[config.mk]
export PLATFORM = sky130hd
export DESIGN_NAME = adc_cmd_scheduler_flat
export DESIGN_NICKNAME = d
export VERILOG_FILES = /design/src/rtl/adc_cmd_scheduler_pkg.sv /design/src/rtl/adc_cmd_scheduler_if.sv /design/src/rtl/adc_cmd_scheduler_drdy_edge_sync.sv /design/src/rtl/adc_cmd_scheduler.sv /design/src/flat_wrapper.sv
export SDC_FILE = /design/constraint.sdc
export NUM_CORES = 1
export LEC_CHECK = 0
export CAP_MARGIN = 5
export CELL_PAD_IN_SITES_DETAIL_PLACEMENT = 1
export CELL_PAD_IN_SITES_GLOBAL_PLACEMENT = 2
export CORE_AREA = 2 2 113 197
export CTS_CLUSTER_DIAMETER = 120
export DETAILED_ROUTE_END_ITERATION = 6
export DIE_AREA = 0 0 115 199
export PLACE_DENSITY_LB_ADDON = 0.05
export REMOVE_ABC_BUFFERS = 1
export SKIP_CTS_REPAIR_TIMING = 1
export SLEW_MARGIN = 20
export SYNTH_ARGS = -nofsm -noshare
export SYNTH_HDL_FRONTEND = slang
export SYNTH_SLANG_ARGS = --single-unit
export TNS_END_PERCENT = 1
[constraint.sdc]
create_clock -name system_clock -period 5.4 [get_ports system_clock]
set_input_delay 0.54 -clock system_clock [delete_from_list [all_inputs] [get_ports system_clock]]
set_output_delay 0.54 -clock system_clock [all_outputs]
set_load 0.01 [all_outputs]
[src/rtl/adc_cmd_scheduler_pkg.sv]
// Shared types and constants for the ADS131A0x command scheduler: state
// encoding, the ADC bring-up command table and SPI word field positions.
package adc_sched_pkg;

   typedef enum logic [3:0] {
      ST_IDLE        = 4'd0,
      ST_INIT_ISSUE  = 4'd1,
      ST_INIT_WAIT   = 4'd2,
      ST_INIT_CHECK  = 4'd3,
      ST_READY       = 4'd4,
      ST_HOST_ISSUE  = 4'd5,
      ST_HOST_WAIT   = 4'd6,
      ST_FRAME_ISSUE = 4'd7,
      ST_FRAME_WAIT  = 4'd8,
      ST_ERROR       = 4'd9
   } sched_state_e;

   localparam int INIT_LEN = 6;
   localparam logic [15:0] NULL_CMD = 16'h0000;

   // Entry 0 is the first command sent after enable.
   localparam logic [INIT_LEN-1:0][15:0] INIT_CMD = {
      16'h0555, 16'h0033, 16'h4F0F, 16'h4B68, 16'h0655, 16'h0000
   };
   localparam logic [INIT_LEN-1:0][15:0] INIT_RSP = {
      16'h0555, 16'h0033, 16'h2F0F, 16'h2B68, 16'h0655, 16'hFF04
   };

   localparam int STATUS_MSB = 31;
   localparam int STATUS_LSB = 16;
   localparam int SAMPLE_MSB = 31;
   localparam int SAMPLE_LSB = 8;

endpackage

[src/rtl/adc_cmd_scheduler_if.sv]
// Host command channel and SPI word-engine channel of the scheduler.
// master = scheduler side, slave = host / SPI engine side.
interface adc_cmd_scheduler_if;
   logic        host_req_valid;
   logic        host_req_ready;
   logic [15:0] host_req_cmd;
   logic        host_rsp_valid;
   logic [15:0] host_rsp_data;
   logic        spi_start;
   logic [31:0] spi_tx_word;
   logic        spi_cs_hold;
   logic        spi_busy;
   logic        spi_done;
   logic [31:0] spi_rx_word;

   modport master (
      input  host_req_valid, host_req_cmd, spi_busy, spi_done, spi_rx_word,
      output host_req_ready, host_rsp_valid, host_rsp_data,
             spi_start, spi_tx_word, spi_cs_hold
   );

   modport slave (
      output host_req_valid, host_req_cmd, spi_busy, spi_done, spi_rx_word,
      input  host_req_ready, host_rsp_valid, host_rsp_data,
             spi_start, spi_tx_word, spi_cs_hold
   );
endinterface

[src/rtl/adc_cmd_scheduler_drdy_edge_sync.sv]
// Two-flop synchroniser for the asynchronous DRDY pin followed by a
// registered one-cycle falling-edge pulse.
module drdy_edge_sync (
   input  logic system_clock,
   input  logic reset,
   input  logic drdy_n_i,
   output logic fall_o
);
   logic meta_q, sync_q, prev_q, fall_q;

   // Synchroniser chain and edge pulse; cleared to 0 so a high pin after reset is not a fall.
   always_ff @(posedge system_clock) begin
      if (reset) begin
         meta_q <= 1'b0;
         sync_q <= 1'b0;
         prev_q <= 1'b0;
         fall_q <= 1'b0;
      end else begin
         meta_q <= drdy_n_i;
         sync_q <= meta_q;
         prev_q <= sync_q;
         fall_q <= prev_q & ~sync_q;
      end
   end

   assign fall_o = fall_q;
endmodule

[src/rtl/adc_cmd_scheduler.sv]
// ADS131A0x scheduler: bring-up sequence with retry, then DRDY frame reads
// and host commands sharing one SPI word engine. Optional macro
// ADC_SCHED_OVERRUN_CNT_EN adds a saturating overrun_count output.
module adc_cmd_scheduler
   import adc_sched_pkg::*;
#(
   parameter int WORDS_PER_FRAME = 5,
   parameter int TIMEOUT_CYCLES  = 1024,
   parameter int MAX_RETRY       = 3
) (
   input  logic                 system_clock,
   input  logic                 reset,
   input  logic                 enable,
   input  logic                 drdy_n,
   adc_cmd_scheduler_if.master  bus,
   output logic [15:0]          frame_status,
   output logic                 sample_valid,
   output logic [2:0]           sample_index,
   output logic [23:0]          sample_data,
   output logic                 init_done,
   output logic                 error,
   output logic [3:0]           state
`ifdef ADC_SCHED_OVERRUN_CNT_EN
   ,
   output logic [7:0]           overrun_count
`endif
);
   localparam int TW = $clog2(TIMEOUT_CYCLES + 1);
   localparam logic [2:0] LAST_WORD = 3'(WORDS_PER_FRAME - 1);
   localparam logic [2:0] LAST_INIT = 3'(INIT_LEN - 1);

   sched_state_e   state_q;
   logic [2:0]     init_idx_q, word_q, sample_index_q;
   logic [7:0]     retry_q;
   logic [TW-1:0]  tmo_q;
   logic [15:0]    rx_hi_q, frame_status_q, rsp_data_q;
   logic [23:0]    sample_data_q;
   logic [31:0]    tx_q;
   logic           pending_q, spi_start_q, cs_hold_q, rsp_valid_q, sample_valid_q;
   logic           drdy_fall_s, edge_eff_s, init_done_s, host_ready_s, timeout_s;
   logic [7:0]     rx_pad_unused_s;

   drdy_edge_sync u_drdy_sync (
      .system_clock (system_clock),
      .reset        (reset),
      .drdy_n_i     (drdy_n),
      .fall_o       (drdy_fall_s)
   );

   assign init_done_s  = state_q inside {ST_READY, ST_HOST_ISSUE, ST_HOST_WAIT,
                                         ST_FRAME_ISSUE, ST_FRAME_WAIT};
   assign edge_eff_s   = drdy_fall_s & init_done_s;
   // The live edge is included so a same-cycle host request loses to the frame.
   assign host_ready_s = (state_q == ST_READY) & ~pending_q & ~edge_eff_s & enable;
   assign timeout_s    = (tmo_q == TW'(TIMEOUT_CYCLES));
   assign rx_pad_unused_s = bus.spi_rx_word[7:0];

   // Scheduler state machine with all registered outputs.
   always_ff @(posedge system_clock) begin
      if (reset) begin
         state_q        <= ST_IDLE;
         init_idx_q     <= 3'd0;
         retry_q        <= 8'd0;
         word_q         <= 3'd0;
         tmo_q          <= '0;
         rx_hi_q        <= 16'h0000;
         pending_q      <= 1'b0;
         spi_start_q    <= 1'b0;
         tx_q           <= 32'h0000_0000;
         cs_hold_q      <= 1'b0;
         rsp_valid_q    <= 1'b0;
         rsp_data_q     <= 16'h0000;
         frame_status_q <= 16'h0000;
         sample_valid_q <= 1'b0;
         sample_index_q <= 3'd0;
         sample_data_q  <= 24'h00_0000;
      end else begin
         spi_start_q    <= 1'b0;
         rsp_valid_q    <= 1'b0;
         sample_valid_q <= 1'b0;
         if (state_q inside {ST_INIT_WAIT, ST_HOST_WAIT, ST_FRAME_WAIT}) begin
            tmo_q <= tmo_q + 1'b1;
         end
         if (edge_eff_s) begin
            pending_q <= 1'b1;
         end
         case (state_q)
            ST_IDLE: begin
               if (enable) begin
                  init_idx_q <= 3'd0;
                  retry_q    <= 8'd0;
                  state_q    <= ST_INIT_ISSUE;
               end
            end
            ST_INIT_ISSUE: begin
               if (!bus.spi_busy) begin
                  spi_start_q <= 1'b1;
                  tmo_q       <= '0;
                  tx_q        <= {INIT_CMD[init_idx_q], NULL_CMD};
                  cs_hold_q   <= 1'b0;
                  state_q     <= ST_INIT_WAIT;
               end
            end
            ST_INIT_WAIT: begin
               if (bus.spi_done) begin
                  rx_hi_q <= bus.spi_rx_word[STATUS_MSB:STATUS_LSB];
                  state_q <= ST_INIT_CHECK;
               end else if (timeout_s) begin
                  state_q <= ST_ERROR;
               end
            end
            ST_INIT_CHECK: begin
               if (rx_hi_q == INIT_RSP[init_idx_q]) begin
                  retry_q <= 8'd0;
                  if (init_idx_q == LAST_INIT) begin
                     state_q <= ST_READY;
                  end else begin
                     init_idx_q <= init_idx_q + 3'd1;
                     state_q    <= ST_INIT_ISSUE;
                  end
               end else if (retry_q == 8'(MAX_RETRY)) begin
                  state_q <= ST_ERROR;
               end else begin
                  retry_q <= retry_q + 8'd1;
                  state_q <= ST_INIT_ISSUE;
               end
            end
            ST_READY: begin
               if (!enable) begin
                  pending_q <= 1'b0;
                  state_q   <= ST_IDLE;
               end else if (pending_q || edge_eff_s) begin
                  // Word 0 is launched straight from READY to meet the DRDY latency.
                  word_q    <= 3'd0;
                  tx_q      <= 32'h0000_0000;
                  cs_hold_q <= (LAST_WORD != 3'd0);
                  if (!bus.spi_busy) begin
                     spi_start_q <= 1'b1;
                     tmo_q       <= '0;
                     pending_q   <= 1'b0;
                     state_q     <= ST_FRAME_WAIT;
                  end else begin
                     pending_q <= 1'b1;
                     state_q   <= ST_FRAME_ISSUE;
                  end
               end else if (bus.host_req_valid && host_ready_s) begin
                  tx_q      <= {bus.host_req_cmd, NULL_CMD};
                  cs_hold_q <= 1'b0;
                  if (!bus.spi_busy) begin
                     spi_start_q <= 1'b1;
                     tmo_q       <= '0;
                     state_q     <= ST_HOST_WAIT;
                  end else begin
                     state_q <= ST_HOST_ISSUE;
                  end
               end
            end
            ST_HOST_ISSUE: begin
               if (!bus.spi_busy) begin
                  spi_start_q <= 1'b1;
                  tmo_q       <= '0;
                  state_q     <= ST_HOST_WAIT;
               end
            end
            ST_HOST_WAIT: begin
               if (bus.spi_done) begin
                  rsp_valid_q <= 1'b1;
                  rsp_data_q  <= bus.spi_rx_word[STATUS_MSB:STATUS_LSB];
                  state_q     <= ST_READY;
               end else if (timeout_s) begin
                  state_q <= ST_ERROR;
               end
            end
            ST_FRAME_ISSUE: begin
               if (!bus.spi_busy) begin
                  spi_start_q <= 1'b1;
                  tmo_q       <= '0;
                  tx_q        <= 32'h0000_0000;
                  cs_hold_q   <= (word_q != LAST_WORD);
                  if (word_q == 3'd0) begin
                     pending_q <= edge_eff_s;
                  end
                  state_q <= ST_FRAME_WAIT;
               end
            end
            ST_FRAME_WAIT: begin
               if (bus.spi_done) begin
                  if (word_q == 3'd0) begin
                     frame_status_q <= bus.spi_rx_word[STATUS_MSB:STATUS_LSB];
                  end else begin
                     sample_valid_q <= 1'b1;
                     sample_index_q <= word_q - 3'd1;
                     sample_data_q  <= bus.spi_rx_word[SAMPLE_MSB:SAMPLE_LSB];
                  end
                  if (word_q == LAST_WORD) begin
                     state_q <= ST_READY;
                  end else begin
                     word_q  <= word_q + 3'd1;
                     state_q <= ST_FRAME_ISSUE;
                  end
               end else if (timeout_s) begin
                  state_q <= ST_ERROR;
               end
            end
            ST_ERROR: begin
               pending_q <= 1'b0;
               if (!enable) begin
                  state_q <= ST_IDLE;
               end
            end
            default: begin
               state_q <= ST_IDLE;
            end
         endcase
      end
   end

`ifdef ADC_SCHED_OVERRUN_CNT_EN
   logic [7:0] ovr_q;
   logic       frame_busy_s;

   assign frame_busy_s = state_q inside {ST_FRAME_ISSUE, ST_FRAME_WAIT};

   // Saturating count of DRDY edges that arrive while a frame is already owed or running.
   always_ff @(posedge system_clock) begin
      if (reset) begin
         ovr_q <= 8'd0;
      end else if (edge_eff_s && (pending_q || frame_busy_s) && (ovr_q != 8'hFF)) begin
         ovr_q <= ovr_q + 8'd1;
      end
   end

   assign overrun_count = ovr_q;
`endif

   assign bus.host_req_ready = host_ready_s;
   assign bus.host_rsp_valid = rsp_valid_q;
   assign bus.host_rsp_data  = rsp_data_q;
   assign bus.spi_start      = spi_start_q;
   assign bus.spi_tx_word    = tx_q;
   assign bus.spi_cs_hold    = cs_hold_q;
   assign frame_status       = frame_status_q;
   assign sample_valid       = sample_valid_q;
   assign sample_index       = sample_index_q;
   assign sample_data        = sample_data_q;
   assign init_done          = init_done_s;
   assign error              = (state_q == ST_ERROR);
   assign state              = state_q;
endmodule

[src/flat_wrapper.sv]
// flat-port wrapper written by rule: the top's interface ports become plain ports
module adc_cmd_scheduler_flat import adc_sched_pkg::*;
#(
   parameter int WORDS_PER_FRAME = 5,
   parameter int TIMEOUT_CYCLES  = 1024,
   parameter int MAX_RETRY       = 3
)
  (system_clock, reset, enable, drdy_n, frame_status, sample_valid, sample_index, sample_data, init_done, error, state, bus_host_req_valid, bus_host_req_cmd, bus_spi_busy, bus_spi_done, bus_spi_rx_word, bus_host_req_ready, bus_host_rsp_valid, bus_host_rsp_data, bus_spi_start, bus_spi_tx_word, bus_spi_cs_hold);
  adc_cmd_scheduler_if bus_i ();
  input  logic system_clock;
  input  logic reset;
  input  logic enable;
  input  logic drdy_n;
  output logic [15:0] frame_status;
  output logic sample_valid;
  output logic [2:0] sample_index;
  output logic [23:0] sample_data;
  output logic init_done;
  output logic error;
  output logic [3:0] state;
  input wire logic [$bits(bus_i.host_req_valid)-1:0] bus_host_req_valid;
  input wire logic [$bits(bus_i.host_req_cmd)-1:0] bus_host_req_cmd;
  input wire logic [$bits(bus_i.spi_busy)-1:0] bus_spi_busy;
  input wire logic [$bits(bus_i.spi_done)-1:0] bus_spi_done;
  input wire logic [$bits(bus_i.spi_rx_word)-1:0] bus_spi_rx_word;
  output wire logic [$bits(bus_i.host_req_ready)-1:0] bus_host_req_ready;
  output wire logic [$bits(bus_i.host_rsp_valid)-1:0] bus_host_rsp_valid;
  output wire logic [$bits(bus_i.host_rsp_data)-1:0] bus_host_rsp_data;
  output wire logic [$bits(bus_i.spi_start)-1:0] bus_spi_start;
  output wire logic [$bits(bus_i.spi_tx_word)-1:0] bus_spi_tx_word;
  output wire logic [$bits(bus_i.spi_cs_hold)-1:0] bus_spi_cs_hold;
  assign bus_i.host_req_valid = bus_host_req_valid;
  assign bus_i.host_req_cmd = bus_host_req_cmd;
  assign bus_i.spi_busy = bus_spi_busy;
  assign bus_i.spi_done = bus_spi_done;
  assign bus_i.spi_rx_word = bus_spi_rx_word;
  assign bus_host_req_ready = bus_i.host_req_ready;
  assign bus_host_rsp_valid = bus_i.host_rsp_valid;
  assign bus_host_rsp_data = bus_i.host_rsp_data;
  assign bus_spi_start = bus_i.spi_start;
  assign bus_spi_tx_word = bus_i.spi_tx_word;
  assign bus_spi_cs_hold = bus_i.spi_cs_hold;
  adc_cmd_scheduler #(.WORDS_PER_FRAME(WORDS_PER_FRAME), .TIMEOUT_CYCLES(TIMEOUT_CYCLES), .MAX_RETRY(MAX_RETRY)) u_core (.system_clock(system_clock), .reset(reset), .enable(enable), .drdy_n(drdy_n), .bus(bus_i), .frame_status(frame_status), .sample_valid(sample_valid), .sample_index(sample_index), .sample_data(sample_data), .init_done(init_done), .error(error), .state(state));
endmodule
# Word level (Yosys, flattened, before mapping)
# Memories as Yosys holds them, arrays and structs flattened. A register that Yosys moved wholly into a read port is not among the register bits.
# Cells that the tools add are included.
# totals
register_bits	145
rom_bits	256
elab_cells	160
mem_count	2
# memory_table
name	words	word_bits	rd	rd_clocked_by_memory_dff	wr	line	rtl
(no name shown)	8	16	1	1	0	adc_cmd_scheduler.sv:113	if (rx_hi_q == INIT_RSP[init_idx_q]) begin
(no name shown)	8	16	1	1	0	adc_cmd_scheduler.sv:99	tx_q <= {INIT_CMD[init_idx_q], NULL_CMD};
# classes
n_addsub	5
magnitude_cmp	1
eq_ne	29
mux	70
n_bitwise	12
n_reduce_logical	21
# op_table
operator	n
32-bit 2-to-1 mux	5
32-bit one-hot mux with 3 select lines	1
4-bit 2-to-1 mux	15
11-bit 2-to-1 mux	5
4-bit one-hot mux with 10 select lines	1
3-bit 2-to-1 mux	12
16-bit 2-to-1 mux	2
8-bit 2-to-1 mux	3
11-bit one-hot mux with 2 select lines	1
2-bit != test (second input constant)	10
1-bit 2-to-1 mux	17
16-bit == test	1
4-bit by 3-bit == test with 1-bit output (second input constant)	4
8-bit one-hot mux with 2 select lines	1
3-bit one-hot mux with 2 select lines	2
11-bit by 1-bit adder with 11-bit output (second input constant)	1
11-bit == test (second input constant)	1
5-bit AND reduction	2
3-bit AND reduction	3
8-bit by 1-bit adder with 8-bit output (second input constant)	1
4-bit by 2-bit == test with 1-bit output (second input constant)	2
4-bit == test (second input constant)	2
8-bit by 2-bit == test with 1-bit output (second input constant)	1
1-bit inverter	7
25 further kinds	38

# Longest topological paths before layout
# depth
depth_word	11
mapped_depth	11
depth_no_buf	9

# Modules after synthesis
# From an unflattened synthesis, not the netlist that was laid out.
# hier_totals
hier_cells	736
hier_area_um2	6241.0
# by_module_without_submodules
module	n_inst	cells_per_inst	area_each_um2
adc_cmd_scheduler	1	728	6129.6
drdy_edge_sync	1	8	111.4

# Worst setup path after synthesis
# No wires, ideal clock.
# synth_path
path_kind	reg2reg
from	register u_core.rx_hi_q[15]
to	register (tool-made name)
t_arrival_ps	2529
setup_slack_ps	2749
stages_incl_launch_ff	11
period_less_slack_ps	2651
path_cell_list	dfxtp_1 -> or4_4 -> a22oi_2 -> and4_1 -> buf_6 -> and3_4 -> xnor2_1 -> and2_1 -> ha_1 -> o211ai_1 -> a221o_1
# synth_lines
item	line	rtl
from (decl)	adc_cmd_scheduler.sv:36	logic [15:0] rx_hi_q, frame_status_q, rsp_data_q;
from (signal assigned)	adc_cmd_scheduler.sv:106	rx_hi_q <= bus.spi_rx_word[STATUS_MSB:STATUS_LSB];

# Worst setup path in the final report
# layout_path
from	register u_core.state_q[3] (netlist: u_core.state[3])
to	output bus_host_req_ready
# layout_via
elab_chain_cells	6
# layout_lines
item	line	rtl
from (decl)	adc_cmd_scheduler.sv:32	sched_state_e state_q;
from (signal assigned)	adc_cmd_scheduler.sv:61	state_q <= ST_IDLE;
from (signal assigned)	adc_cmd_scheduler.sv:92	state_q <= ST_INIT_ISSUE;
from (signal assigned)	adc_cmd_scheduler.sv:101	state_q <= ST_INIT_WAIT;
4-bit by 3-bit == test with 1-bit output (tied with other cells)	adc_cmd_scheduler.sv:50, adc_cmd_scheduler.sv:54	
5-bit nonzero test	adc_cmd_scheduler.sv:50	assign init_done_s = state_q inside {ST_READY, ST_HOST_ISSUE, ST_HOST_WAIT,
1-bit AND	adc_cmd_scheduler.sv:52	assign edge_eff_s = drdy_fall_s & init_done_s;
1-bit inverter	adc_cmd_scheduler.sv:54	assign host_ready_s = (state_q == ST_READY) & ~pending_q & ~edge_eff_s & enable;
1-bit AND * (2 in series)	adc_cmd_scheduler.sv:54	
to (decl)	flat_wrapper.sv:26	output wire logic [$bits(bus_i.host_req_ready)-1:0] bus_host_req_ready;
# Every way passes the cells marked *; elsewhere a longest branch is shown, timed or not.

==> metrics.yaml <==
global_routing:
  grt_max_degree: 76
  grt_pass1_wl_um: 32700
  track_usage_pct: 18.4
  grt_pass1_vias: 5989
  antenna_found_initial: 0
  grt.overflow.total: 0
worst_setup_path:
  worstPathRequired_ps: 4860
  worst_ep_arrival_time_ps: 2900
  rrSetupSlack_ps: 2020
  rr_startpoint: "u_core.state[0]"
  r2r_cells: 9
  start_kind: "flop"
  crit_path_end_kind: "primary output"
  path_class: "flop to primary output"
  path_max_fanout: 20
synth:
  synthesis.area_mm2: 0.00647
  ys_ff_latch: 143
  async_flop_share_pct: 0
  synthTopCellsByArea: "dfxtp_1 44%, nand2_1 8.3%, a21oi_1 6.0%"
  yosysSeqAreaShare_pct: 44.2
  syn_area_per_cell_um2: 8.44
  synthTopCellsByCount: "143 x dfxtp_1, 143 x nand2_1, 78 x a21oi_1"
  synth_edf_count: 0
  yosysTopAreaCell: "dfxtp_1"
  synth-warning-count: 0
  synth_cells: 767
  synth_ff_type: "dfxtp_1"
  synth_cell_types: 71
  yosys.area.top_type_share_pct: 44.2
clocking:
  cts_tree: "built"
  numCtsBuffers: 17
  clock_latency_ps: 430
  cts.path.max_buffers: 2
  htree_levels: 4
  cts.clk_slew.worst_paths_ps: 70
  cts.sinks: 143
  root_buffer: "clkbuf_16"
final_layout:
  final_layout_size_suffix_gt1_share_pct: 6.78
  antenna_cells: 0
  area_growth_pct: 30.8
  final_nets: 944
job:
  cap_viol_max_count: 0
run_status:
  status: "finished clean"
route:
  drt_iter0_markers: 258
  first_pass_iters: 4
  wl_per_cell_um: 17.9
  wirelength_um: 20500
  viasPerCell: 5.06
  ant_nets: 0
  drc: 0
  vias: 5765
placed_design:
  io_buffers: 132
  gp_congestion: 0.875
  dp_slack_ps: 2040
  place_hpwl_um: 14700
floorplan:
  initial_utilization_pct: 30.4
  rows: 71
  core_mm2: 0.0213
  die_w_um: 115
  fp.dieH_um: 199
  dieArea_mm2: 0.0229
  io_pins: 157
power:
  total_power_w: 0.00266
  p_leak_nw: 3.05
  peakVddDrop_mv: 0.139
  p_per_area_mw_per_mm2: 314
sta:
  drv_slew: 0
  fin_ws_ps: 1960
  max-slew-margin-rel_pct: 28.8
  grt_setup_unrepaired: "false"
  finalCritPeriodShare_pct: 63.7
  tns_ps: 0
  setup_violations: 0
  tightest_slew_ps: 1070
  clock.fmax_mhz: 291
  hold_viol: 0
  fin_crit_ps: 3440
  fin_skew_ps: 11.5
hold_path:
  hold_depth: 1
  holdPathEnd: "u_core.u_drdy_sync.fall_o"
  min-delay-path-class: "flop to flop"
  hold_start: "u_core.u_drdy_sync.sync_q"
-- report_power, final --
group	switching, W	internal, W	leakage [nW]
clock	0.000467	0.000736	0.287
combinational	0.000181	0.000146	1.61
sequential	0.0000428	0.00109	1.15
total	0.000691	0.00197	3.05
-- area by class of cell --
type / instances / area, µm²
clock buffer: 21 / 450
clock inverter: 11 / 139
fill: 2521 / 12900
inverter: 13 / 48.8
multi-input combinational: 563 / 3310
sequential: 143 / 2860
tap: 255 / 319
timing repair buffer: 134 / 1330
-- kinds of logic after synthesis --
| logic type | count (synthesis) | share of synthesized area (%) |
|---|---|---|
| other | 1 | 0.0579 |
| flip-flops | 143 | 44.2 |
| buffers and inverters | 76 | 5.84 |
| adder cells (fa/ha/maj) | 17 | 3.29 |
| multiplexers | 20 | 3.15 |
| AO/OA/AOI/OAI | 168 | 16.7 |
| XOR/XNOR | 27 | 3.65 |
| AND/OR/NAND/NOR | 315 | 23.0 |
-- registers in the layout, summed over array words and instances (netlist names), 3 cells and up, named ones only --
register,flops
u_core.bus.spi_tx_word,16
u_core.init_idx_q,3
u_core.sample_index,3
u_core.frame_status,16
u_core.bus.host_rsp_data,16
u_core.rx_hi_q,16
u_core.state,4
u_core.sample_data,24
u_core.tmo_q,11
u_core.word_q,3
u_core.retry_q,8
-- worst max-delay path, stage by stage (launching register included) --
cell and delay, ps:
dfxtp_1 730, nor4b_2 510, o21a_1 230, or2_1 400, nor2_1 100, clkdlybuf4s50_1 490
-- how the worst max path moves through the flow --
stage | cells after the start | startpoint | end | slack [ps]
after floorplan | 9 | u_core.state[2] | flop | 2700
after global placement | 6 | enable | flop | 2090
after detailed placement | 6 | enable | flop | 2040
after CTS | 5 | u_core.state[3] | bus_host_req_ready | 1890
after global routing | 5 | u_core.state[3] | bus_host_req_ready | 1730
final | 5 | u_core.state[3] | bus_host_req_ready | 1960
-- placed cells by master, fill, tap and decap left out, types with 5 or more instances in the layout --
master / Yosys / routed
a22oi_1: 14 / 14
a211oi_1: 21 / 21
dfxtp_1: 143 / 143
a21oi_1: 78 / 78
nor2_1: 72 / 70
nor3_1: 8 / 8
conb_1: 1 / 16
nor2b_1: 12 / 12
clkdlybuf4s50_1: 0 / 131
xnor2_1: 8 / 8
nand3_1: 11 / 10
clkinv_2: 0 / 5
nand2b_1: 13 / 13
ha_1: 17 / 17
nand2_1: 143 / 143
and3_1: 8 / 8
xor2_1: 19 / 19
mux2i_1: 17 / 17
nand4_1: 11 / 11
o21ai_0: 10 / 9
clkbuf_16: 0 / 17
o211ai_1: 8 / 8
and2_1: 7 / 7
inv_1: 12 / 12
-- per-layer routing --
metal / routed length [µm] / GRT usage [%] / part of all wire, % / vias to the layer above
met4: 396 / 6.20 / 1.9 / 0
li1: - / - / - / 2817
met3: 651 / 3.69 / 3.2 / 31
met5: 0 / 0 / 0 / -
met2: 11200 / 34.4 / 55 / 110
met1: 8200 / 20.3 / 40 / 2807
-- stage by stage --
step | area [µm²] | std cells | util (%) | hold WS (ps)
2_1_floorplan | 6200 | 719 | - | 388
3_3_place_gp | 7850 | 1108 | 36.8 | 408
3_5_place_dp | 7860 | 1108 | 36.8 | 406
4_1_cts | 8450 | 1140 | 39.6 | 411
5_1_grt | 8460 | 1140 | 39.7 | 444
6_report | 8460 | 1140 | 39.7 | 406
No activity file was read; power rests on OpenSTA's default activity.
